<file path="src/rtl/conv_line_buffer_scheduler_pkg.sv">
`default_nettype none
// ============================================================================
// Module   : conv_line_buffer_scheduler_pkg
// Brief    : Shared types and constants for the 3x3 line-buffer scheduler.
//            Supplies the default pixel element width (FEATURE_WIDTH macro)
//            when the build does not provide one.
// Revision : 1.0 - initial release
// ============================================================================
`ifndef FEATURE_WIDTH
`define FEATURE_WIDTH 8
`endif

package conv_line_buffer_scheduler_pkg;

  // Tile sequencing states
  typedef enum logic [1:0] {
    ST_IDLE  = 2'd0,
    ST_RUN   = 2'd1,
    ST_FLUSH = 2'd2,
    ST_DONE  = 2'd3
  } tile_state_t;

  // Convolution kernel edge and the smallest unpadded tile edge
  localparam int WIN_K   = 3;
  localparam int MIN_DIM = 3;

  // Inclusive range test used for tile-size legality
  function automatic logic dim_in_range(input int unsigned v,
                                        input int unsigned lo,
                                        input int unsigned hi);
    return (v >= lo) && (v <= hi);
  endfunction

endpackage

`default_nettype wire

</file>
<file path="src/rtl/conv_line_buffer_scheduler_tile_counter.sv">
`default_nettype none
// ============================================================================
// Module   : conv_tile_counter
// Brief    : Row/column grid counters for one feature-map tile. Columns wrap
//            at eff_w-1 and bump the row; flags the final slot of the tile.
//            With CONV_ZERO_PAD_EN defined, border slots are reported as
//            pad slots; otherwise pad_slot is tied low.
// Revision : 1.0 - initial release
// ============================================================================
module conv_tile_counter #(
  parameter int DIM_W = 10
) (
  input  logic             system_clk,
  input  logic             rst_n,
  input  logic             init,
  input  logic             advance,
  input  logic [DIM_W-1:0] eff_w,
  input  logic [DIM_W-1:0] eff_h,
  output logic [DIM_W-1:0] row,
  output logic [DIM_W-1:0] col,
  output logic             pad_slot,
  output logic             last_slot
);

  logic [DIM_W-1:0] r_row;
  logic [DIM_W-1:0] r_col;
  logic             w_last_col;
  logic             w_last_row;

  assign w_last_col = (r_col == (eff_w - DIM_W'(1)));
  assign w_last_row = (r_row == (eff_h - DIM_W'(1)));
  assign last_slot  = w_last_col & w_last_row;
  assign row        = r_row;
  assign col        = r_col;

`ifdef CONV_ZERO_PAD_EN
  // Outer ring of the padded grid carries zero pixels
  assign pad_slot = (r_row == '0) | w_last_row | (r_col == '0) | w_last_col;
`else
  assign pad_slot = 1'b0;
`endif

  // Step through the grid one slot per advance; init rewinds to the origin
  always_ff @(posedge system_clk or negedge rst_n) begin
    if (!rst_n) begin
      r_row <= '0;
      r_col <= '0;
    end else if (init) begin
      r_row <= '0;
      r_col <= '0;
    end else if (advance) begin
      if (w_last_col) begin
        r_col <= '0;
        r_row <= w_last_row ? '0 : (r_row + DIM_W'(1));
      end else begin
        r_col <= r_col + DIM_W'(1);
      end
    end
  end

endmodule

`default_nettype wire

</file>
<file path="src/rtl/conv_line_buffer_scheduler.sv">
`default_nettype none
// ============================================================================
// Module   : conv_line_buffer_scheduler
// Brief    : Drives two cascaded line-delay shift registers forming the
//            3-row window for 3x3 convolution. Counts tile pixels, issues
//            the write strobe, programs the shift size and flags cycles in
//            which a full 3x3 window is present at the line-delay outputs.
//            Optional zero padding ("same" output) is enabled by defining
//            the CONV_ZERO_PAD_EN macro.
// Revision : 1.0 - initial release
// ============================================================================
module conv_line_buffer_scheduler
  import conv_line_buffer_scheduler_pkg::*;
#(
  parameter int FEATURE_WIDTH = `FEATURE_WIDTH,
  parameter int DIM_W         = 10
) (
  input  logic                       system_clk,
  input  logic                       rst_n,
  input  logic                       start,
  input  logic                       clear,
  input  logic [DIM_W-1:0]           row_size,
  input  logic [DIM_W-1:0]           col_size,
  input  logic                       in_valid,
  input  logic [FEATURE_WIDTH*2-1:0] in_data,
  output logic                       in_ready,
  input  logic                       out_ready,
  output logic                       sr_wr_en,
  output logic [FEATURE_WIDTH*2-1:0] sr_wr_data,
  output logic [DIM_W-1:0]           sr_shift_size,
  output logic                       window_valid,
  output logic [DIM_W-1:0]           win_row,
  output logic [DIM_W-1:0]           win_col,
  output logic                       busy,
  output logic                       done,
  output logic                       cfg_err
);

  localparam int unsigned c_dim_max = (1 << DIM_W) - 1;

  tile_state_t      r_state;
  logic [DIM_W-1:0] r_eff_w;
  logic [DIM_W-1:0] r_eff_h;
  logic [DIM_W-1:0] r_shift_size;
  logic             r_window_valid;
  logic [DIM_W-1:0] r_win_row;
  logic [DIM_W-1:0] r_win_col;
  logic             r_busy;
  logic             r_done;
  logic             r_cfg_err;

  logic [DIM_W-1:0] w_row;
  logic [DIM_W-1:0] w_col;
  logic             w_cnt_pad;
  logic             w_last_slot;
  logic             w_run;
  logic             w_pad_slot;
  logic             w_advance;
  logic             w_size_ok;
  logic             w_start_ok;
  logic             w_cnt_init;
  logic             w_win_slot;
  logic [DIM_W-1:0] w_eff_w_next;
  logic [DIM_W-1:0] w_eff_h_next;

  // Requested sizes translate into the grid actually walked
`ifdef CONV_ZERO_PAD_EN
  assign w_eff_w_next = row_size + DIM_W'(2);
  assign w_eff_h_next = col_size + DIM_W'(2);
  assign w_size_ok    = dim_in_range(32'(row_size), 32'd1, c_dim_max - 32'd2) &&
                        dim_in_range(32'(col_size), 32'd1, c_dim_max - 32'd2);
`else
  assign w_eff_w_next = row_size;
  assign w_eff_h_next = col_size;
  assign w_size_ok    = dim_in_range(32'(row_size), 32'(MIN_DIM), c_dim_max) &&
                        dim_in_range(32'(col_size), 32'(MIN_DIM), c_dim_max);
`endif

  assign w_run      = (r_state == ST_RUN);
  assign w_pad_slot = w_run & w_cnt_pad;
  assign w_advance  = w_run & out_ready & (w_pad_slot | in_valid);
  assign w_start_ok = (r_state == ST_IDLE) & start & w_size_ok & ~clear;
  assign w_cnt_init = clear | w_start_ok;
  assign w_win_slot = (w_row >= DIM_W'(WIN_K - 1)) & (w_col >= DIM_W'(WIN_K - 1));

  assign in_ready      = w_run & out_ready & ~w_pad_slot;
  assign sr_wr_en      = w_advance;
  assign sr_wr_data    = w_pad_slot ? '0 : in_data;
  assign sr_shift_size = r_shift_size;
  assign window_valid  = r_window_valid;
  assign win_row       = r_win_row;
  assign win_col       = r_win_col;
  assign busy          = r_busy;
  assign done          = r_done;
  assign cfg_err       = r_cfg_err;

  conv_tile_counter #(
    .DIM_W (DIM_W)
  ) u_tile_counter (
    .system_clk (system_clk),
    .rst_n      (rst_n),
    .init       (w_cnt_init),
    .advance    (w_advance),
    .eff_w      (r_eff_w),
    .eff_h      (r_eff_h),
    .row        (w_row),
    .col        (w_col),
    .pad_slot   (w_cnt_pad),
    .last_slot  (w_last_slot)
  );

  // Tile sequencer with registered status and window outputs
  always_ff @(posedge system_clk or negedge rst_n) begin
    if (!rst_n) begin
      r_state        <= ST_IDLE;
      r_eff_w        <= '0;
      r_eff_h        <= '0;
      r_shift_size   <= '0;
      r_window_valid <= 1'b0;
      r_win_row      <= '0;
      r_win_col      <= '0;
      r_busy         <= 1'b0;
      r_done         <= 1'b0;
      r_cfg_err      <= 1'b0;
    end else begin
      r_window_valid <= 1'b0;
      r_done         <= 1'b0;
      if (clear) begin
        r_state <= ST_IDLE;
        r_busy  <= 1'b0;
      end else begin
        case (r_state)
          ST_IDLE: begin
            if (start) begin
              if (w_size_ok) begin
                r_eff_w      <= w_eff_w_next;
                r_eff_h      <= w_eff_h_next;
                r_shift_size <= w_eff_w_next - DIM_W'(WIN_K - 1);
                r_cfg_err    <= 1'b0;
                r_busy       <= 1'b1;
                r_state      <= ST_RUN;
              end else begin
                r_cfg_err    <= 1'b1;
              end
            end
          end
          ST_RUN: begin
            if (w_advance) begin
              // Window is complete once this slot lands in the line delays
              if (w_win_slot) begin
                r_window_valid <= 1'b1;
                r_win_row      <= w_row;
                r_win_col      <= w_col;
              end
              if (w_last_slot) begin
                r_state <= ST_FLUSH;
              end
            end
          end
          ST_FLUSH: begin
            r_done  <= 1'b1;
            r_state <= ST_DONE;
          end
          ST_DONE: begin
            r_busy  <= 1'b0;
            r_state <= ST_IDLE;
          end
          default: begin
            r_busy  <= 1'b0;
            r_state <= ST_IDLE;
          end
        endcase
      end
    end
  end

endmodule

`default_nettype wire

</file>
<file path="config.mk">
export PLATFORM = sky130hd
export DESIGN_NAME = conv_line_buffer_scheduler
export DESIGN_NICKNAME = d
export VERILOG_FILES = /design/src/rtl/conv_line_buffer_scheduler_pkg.sv /design/src/rtl/conv_line_buffer_scheduler_tile_counter.sv /design/src/rtl/conv_line_buffer_scheduler.sv
export SDC_FILE = /design/constraint.sdc
export NUM_CORES = 1
export LEC_CHECK = 0
export ABC_AREA = 1
export CAP_MARGIN = 10
export CORE_MARGIN = 4
export CORE_UTILIZATION = 47
export CTS_CLUSTER_DIAMETER = 40
export DETAILED_ROUTE_END_ITERATION = 6
export PLACE_DENSITY_LB_ADDON = 0.12
export SYNTH_ARGS = -nofsm -noshare
export SYNTH_HDL_FRONTEND = slang
export SYNTH_SLANG_ARGS = --single-unit
export TNS_END_PERCENT = 10
</file>
<file path="constraint.sdc">
create_clock -name system_clk -period 1.9 [get_ports system_clk]
set_input_delay 0.475 -clock system_clk [delete_from_list [all_inputs] [get_ports system_clk]]
set_output_delay 0.475 -clock system_clk [all_outputs]
set_load 0.03 [all_outputs]
</file>
# [After elaboration in Yosys (flattened, before gate mapping)]
# Cells that the tools add are included.
[totals] ff_bits=76 input_bits=42 output_inout_bits=52 word_cells=74
[classes] n_addsub=5 n_lt_le_gt_ge=4 eq_ne=9 mux=24 bitwise_logic=9 reduce_logical=11
[op_table] op="10-bit 2-to-1 mux" n=7
[op_table] op="10-bit by 2-bit greater-or-equal comparator with 1-bit output, second input constant" n=4
[op_table] op="10-bit by 1-bit adder with 10-bit output, second input constant" n=2
[op_table] op="10-bit equality test" n=2
[op_table] op="10-bit by 1-bit subtractor with 10-bit output, second input constant" n=2
[op_table] op="4-bit AND reduction" n=3
[op_table] op="1-bit 2-to-1 mux" n=10
[op_table] op="2-bit 2-to-1 mux" n=5
[op_table] op="10-bit by 2-bit subtractor with 10-bit output, second input constant" n=1
[op_table] op="3-bit != test, second input constant" n=3
[op_table] op="2-bit case mux with 4 select lines" n=1
[op_table] op="1-bit AND" n=7
[op_table] op="3-bit AND reduction" n=2
[op_table] op="2-bit equality test, second input constant" n=2
[op_table] op="2-bit nonzero test" n=2
[op_table] op="3-bit by 2-bit != test with 1-bit output, second input constant" n=1
[op_table] op="3-bit nonzero test" n=1
[op_table] op="2-bit by 1-bit equality test with 1-bit output, second input constant" n=1
[op_table] op="2-bit logical NOT" n=1
[op_table] op="1-bit case mux with 2 select lines" n=1
[op_table] op="2-bit AND reduction" n=1
[op_table] op="1-bit logical AND" n=1
[op_table] op="1-bit inverter" n=1
[op_table] op="1-bit OR" n=1

# [Longest topological paths before layout]
[depth] word_depth=7 ltp_mapped=16 ltp_nobuf=16

# [By module]
# Synthesis repeated with hierarchy kept, for this count alone.
[hier_totals] cells_unflattened=725 area_unflattened_um2=4917.2
[modules_own_cells] mod="conv_line_buffer_scheduler" instances=1 cells_each=386 area_per_inst_um2=2885.3 seq_area_each_um2=1376.3
[modules_own_cells] mod="conv_tile_counter" instances=1 cells_each=339 area_per_inst_um2=2031.9 seq_area_each_um2=500.5

# [Worst setup path after synthesis]
# Ideal clock, no wire load.
[synth_path] kind="flip-flop to flip-flop" from="register r_state[1]" to="register r_win_col[9] (netlist: win_col[9])" setup_ns=0.130 t_arrival_ns=2.013 slack_ns=-0.243 stages_incl_launch_ff=13 path_buffers=1 period_less_slack_ns=2.143 path_cell_list="dfrtp_1 > inv_1 > ha_1 > nand2_1 > inv_1 > nand2_1 > inv_1 > nand2_1 > a41oi_1 > nand2_1 > clkbuf_1 > nand2_1 > o21ai_0"
[synth_via] elab_chain_len=4
[synth_rtl] item="from (decl)" line_no="conv_line_buffer_scheduler.sv:41" source="tile_state_t r_state;"
[synth_rtl] item="from (signal assigned)" line_no="conv_line_buffer_scheduler.sv:115" source="r_state <= ST_IDLE;"
[synth_rtl] item="from (signal assigned)" line_no="conv_line_buffer_scheduler.sv:129" source="r_state <= ST_IDLE;"
[synth_rtl] item="from (signal assigned)" line_no="conv_line_buffer_scheduler.sv:141" source="r_state <= ST_RUN;"
[synth_rtl] item="2-bit by 1-bit equality test with 1-bit output" line_no="conv_line_buffer_scheduler.sv:79" source="assign w_run = (r_state == ST_RUN);"
[synth_rtl] item="1-bit AND"
[synth_rtl] item="via in_ready" line_no="conv_line_buffer_scheduler.sv:26" source="output logic in_ready,"
[synth_rtl] item="1-bit AND" line_no="conv_line_buffer_scheduler.sv:81" source="assign w_advance = w_run & out_ready & (w_pad_slot | in_valid);"
[synth_rtl] item="via sr_wr_en" line_no="conv_line_buffer_scheduler.sv:28" source="output logic sr_wr_en,"
[synth_rtl] item="4-bit AND reduction (no line)"
[synth_rtl] item="to (signal assigned)" line_no="conv_line_buffer_scheduler.sv:153" source="r_win_col <= w_col;"
[synth_rtl] item="to (decl)" line_no="conv_line_buffer_scheduler.sv:47" source="logic [DIM_W-1:0] r_win_col;"
# The timed path passes the listed nets, and every way through them passes these cells.
# A chain may end at the register's enable or synchronous reset.

# [Final worst setup path]
[layout_path] from="register r_state[0]" to="output sr_wr_en"
[layout_via] elab_chain_len=3
[layout_rtl] item="2-bit by 1-bit equality test with 1-bit output" line_no="conv_line_buffer_scheduler.sv:79"
[layout_rtl] item="1-bit AND (2 in a row)" line_no="conv_line_buffer_scheduler.sv:81"
[layout_rtl] item="to (decl)" line_no="conv_line_buffer_scheduler.sv:28"
# Every way passes these cells.

==> flow_metrics.tcl <==
set metrics [dict create \
    status "finished, violations left" \
    violations "setup timing" \
    pre_cts_ws_ps -383 \
    num_vias 4137 \
    tightest_slew_ps 321 \
    rows 35 \
    port_buffers 61 \
    numCtsBuffers 9 \
    hold_class "in2async" \
    overflow 0 \
    die_h_um 106 \
    final_nets 763 \
    clk_latency_ps 350 \
    hold_violations 0 \
    antenna_found_initial 0 \
    dp_hpwl_um 7990 \
    htree_num_levels 3 \
    synthDistinctLibCells 31 \
    required_ps 1420 \
    cts_root_buf "clkbuf_8" \
    cts_tree "done" \
    peakVddDrop_v 0.000851 \
    syn_area_um2 4470 \
    fmax_mhz 503 \
    drv_cap 0 \
    syn_inst 609 \
    p_per_area_nw_per_um2 1120 \
    drt_wl_total_um 10800 \
    startpoint_type "register" \
    dieArea_um2 11100 \
    final_area_um2 5960 \
    drt_first_pass_iters 5 \
    via_per_inst 4.90 \
    cts.clk_slew.worst_paths_ps 80 \
    grt_setup_unrepaired "true" \
    fin_cells 844 \
    place.gp.congestion 0.862 \
    cp_max_fo 2 \
    ys_seq_elements 75 \
    avgSynthCellArea_um2 7.34 \
    place_inst 817 \
    crit_type "reg2out" \
    syn_nets 662 \
    pin_count 94 \
    area_delta_synth_final_pct 33.3 \
    track_usage_pct 19.7 \
    drtIter0Drc 214 \
    setup_ws_ps -89.1 \
    max-slew-margin-rel_pct 78.4 \
    drc 0 \
    p_total_uw 6660 \
    finalSetupViolCount 7 \
    crit_arrival_ps 1510 \
    yosysWarnings 0 \
    grt_pass1_wl_um 18000 \
    p_leak_uw 0.00308 \
    diodes 0 \
    fin_crit_sh_pct 105 \
    cts.path.max_buffers 2 \
    holdWs_ps 15.2 \
    initial_core_util_pct 48.4 \
    finClkSkew_ps 9.41 \
    cp-end-kind "output pin" \
    grt_max_degree 42 \
    core_um2 9240 \
    wl_per_cell_um 12.8 \
    postRouteAntennaNets 0 \
    cts_sinks 75 \
    yosysSeqAreaShare_pct 42.0 \
    placed_area_um2 5450 \
    layout-drive-gt1-share_pct 19.4 \
    die_x_um 106 \
    post-route-min-period_ps 1990 \
    drv_slew 0 \
    grt_pass1_vias 3953 \
]
## final timing paths
kind	start	end	slack, ps	depth (start not counted)
setup / recovery	r_state[0]	sr_wr_en	-90	7
hold reg to reg	win_row[5]	win_row[5]	490	2
setup reg to reg	r_eff_w[0]	u_tile_counter.row[5]	-20	14
min in group system_clk	col_size[8]	r_eff_h[8]	390	3
max in group asynchronous	rst_n	u_tile_counter.row[9]	1330	2
hold / removal	rst_n	window_valid	20	1
## synthesized netlist by cell type, drive strengths merged
cell type  number  area [um^2]
dfrtp          75         1880
buf            24          181
or2             1         6.26
o21bai          1         7.51
nand3b          3         22.5
o21ai          58          290
nand2         182          708
xor2           15          131
a31oi           3         18.8
clkbuf          9         33.8
a21oi           7         35.0
nor4            4         25.0
nand3          51          260
nor2           62          268
nand4           7         43.8
ha             11          138
nor3           12         70.1
xnor2           6         52.6
inv            76          285
o22ai           1         6.26
a41oi           1         8.76
## state kept, by name, indices dropped and copies added (netlist names)
register	count
busy	1
sr_shift_size	9
r_eff_h	10
win_col	10
cfg_err	1
r_eff_w	10
r_state	2
u_tile_counter.row	10
window_valid	1
u_tile_counter.col	10
win_row	10
done	1
## report_power, final
group,total (uW),internal [uW],switching [uW]
logic,3330,1360,1970
registers,2240,1950,290
clock network,1080,469,615
## worst max-delay path: stages (launching register included)
cell and delay [ps]:
dfrtp_1 440, ha_4 190, nand2_2 60, inv_2 50, nand2_2 80, clkinvlp_4 90, buf_6 120, buf_6 130
## cells by family (layout without fill, tap and decap cells)
logic type | count (synthesis) | count (layout) | synth area share (%)
simple gates | 322 | 323 | 31.4
buf+inv | 109 | 214 | 11.2
flops | 75 | 75 | 42.0
compound gates | 71 | 71 | 8.20
xor+xnor | 21 | 21 | 4.12
fa+ha+maj | 11 | 11 | 3.08
## per-stage QoR
| stage | TNS (ps) | utilization, % |
|---|---|---|
| after floorplan | 0 | - |
| after global placement | -17340 | 58.9 |
| after detailed placement | -18030 | 58.9 |
| after CTS | -104 | 62.0 |
| after global routing | -3650 | 64.5 |
| final | -178 | 64.5 |
## metal layers
layer,vias to the layer above,part of all wire (%),global-route usage (%)
met5,-,0,0
met4,0,2.2,8.05
met3,31,5.3,3.25
met2,115,45,30.8
met1,1877,47,27.4
li1,2114,-,-
## cell usage in the layout, fill, tap and decap left out, types with 3 or more instances in the layout
cell / n
nor4_1: 4
nand3_2: 5
buf_6: 7
xor2_1: 15
clkinvlp_4: 4
ha_1: 7
dlymetal6s2s_1: 27
nand2_2: 9
clkbuf_8: 9
o21ai_0: 46
clkinv_2: 4
nor2_2: 6
clkdlybuf4s50_1: 29
dfrtp_1: 75
nor3_1: 8
nor2_1: 51
buf_12: 3
ha_4: 4
nand2_1: 168
a21oi_1: 7
nand3b_1: 3
nor3_2: 4
buf_4: 53
inv_1: 60
xnor2_1: 6
a31oi_1: 3
nor2_4: 5
o21ai_1: 11
nand3_1: 46
nand2_4: 5
inv_2: 13
nand4_1: 7
## final cells by class
class | count | area, um^2
timing repair buffer | 121 | 1180
multi-input combinational | 426 | 2260
tap | 129 | 161
fill | 816 | 3280
clock buffer | 9 | 124
inverter | 76 | 300
clock inverter | 7 | 45.0
sequential | 75 | 1880
timing repair inverter | 1 | 7.51
## what timing repair did
action | CTS | global route
setup buffers | 6 | 3
cloned | 0 | 2
resized for setup | 21 | 75
hold buffers | 0 | 0
pin swaps | 4 | 16
setup endpoints to repair | 24 | 85
endpoints found under the hold margin | 0 | 0
Power figures use the tool's default switching activity.
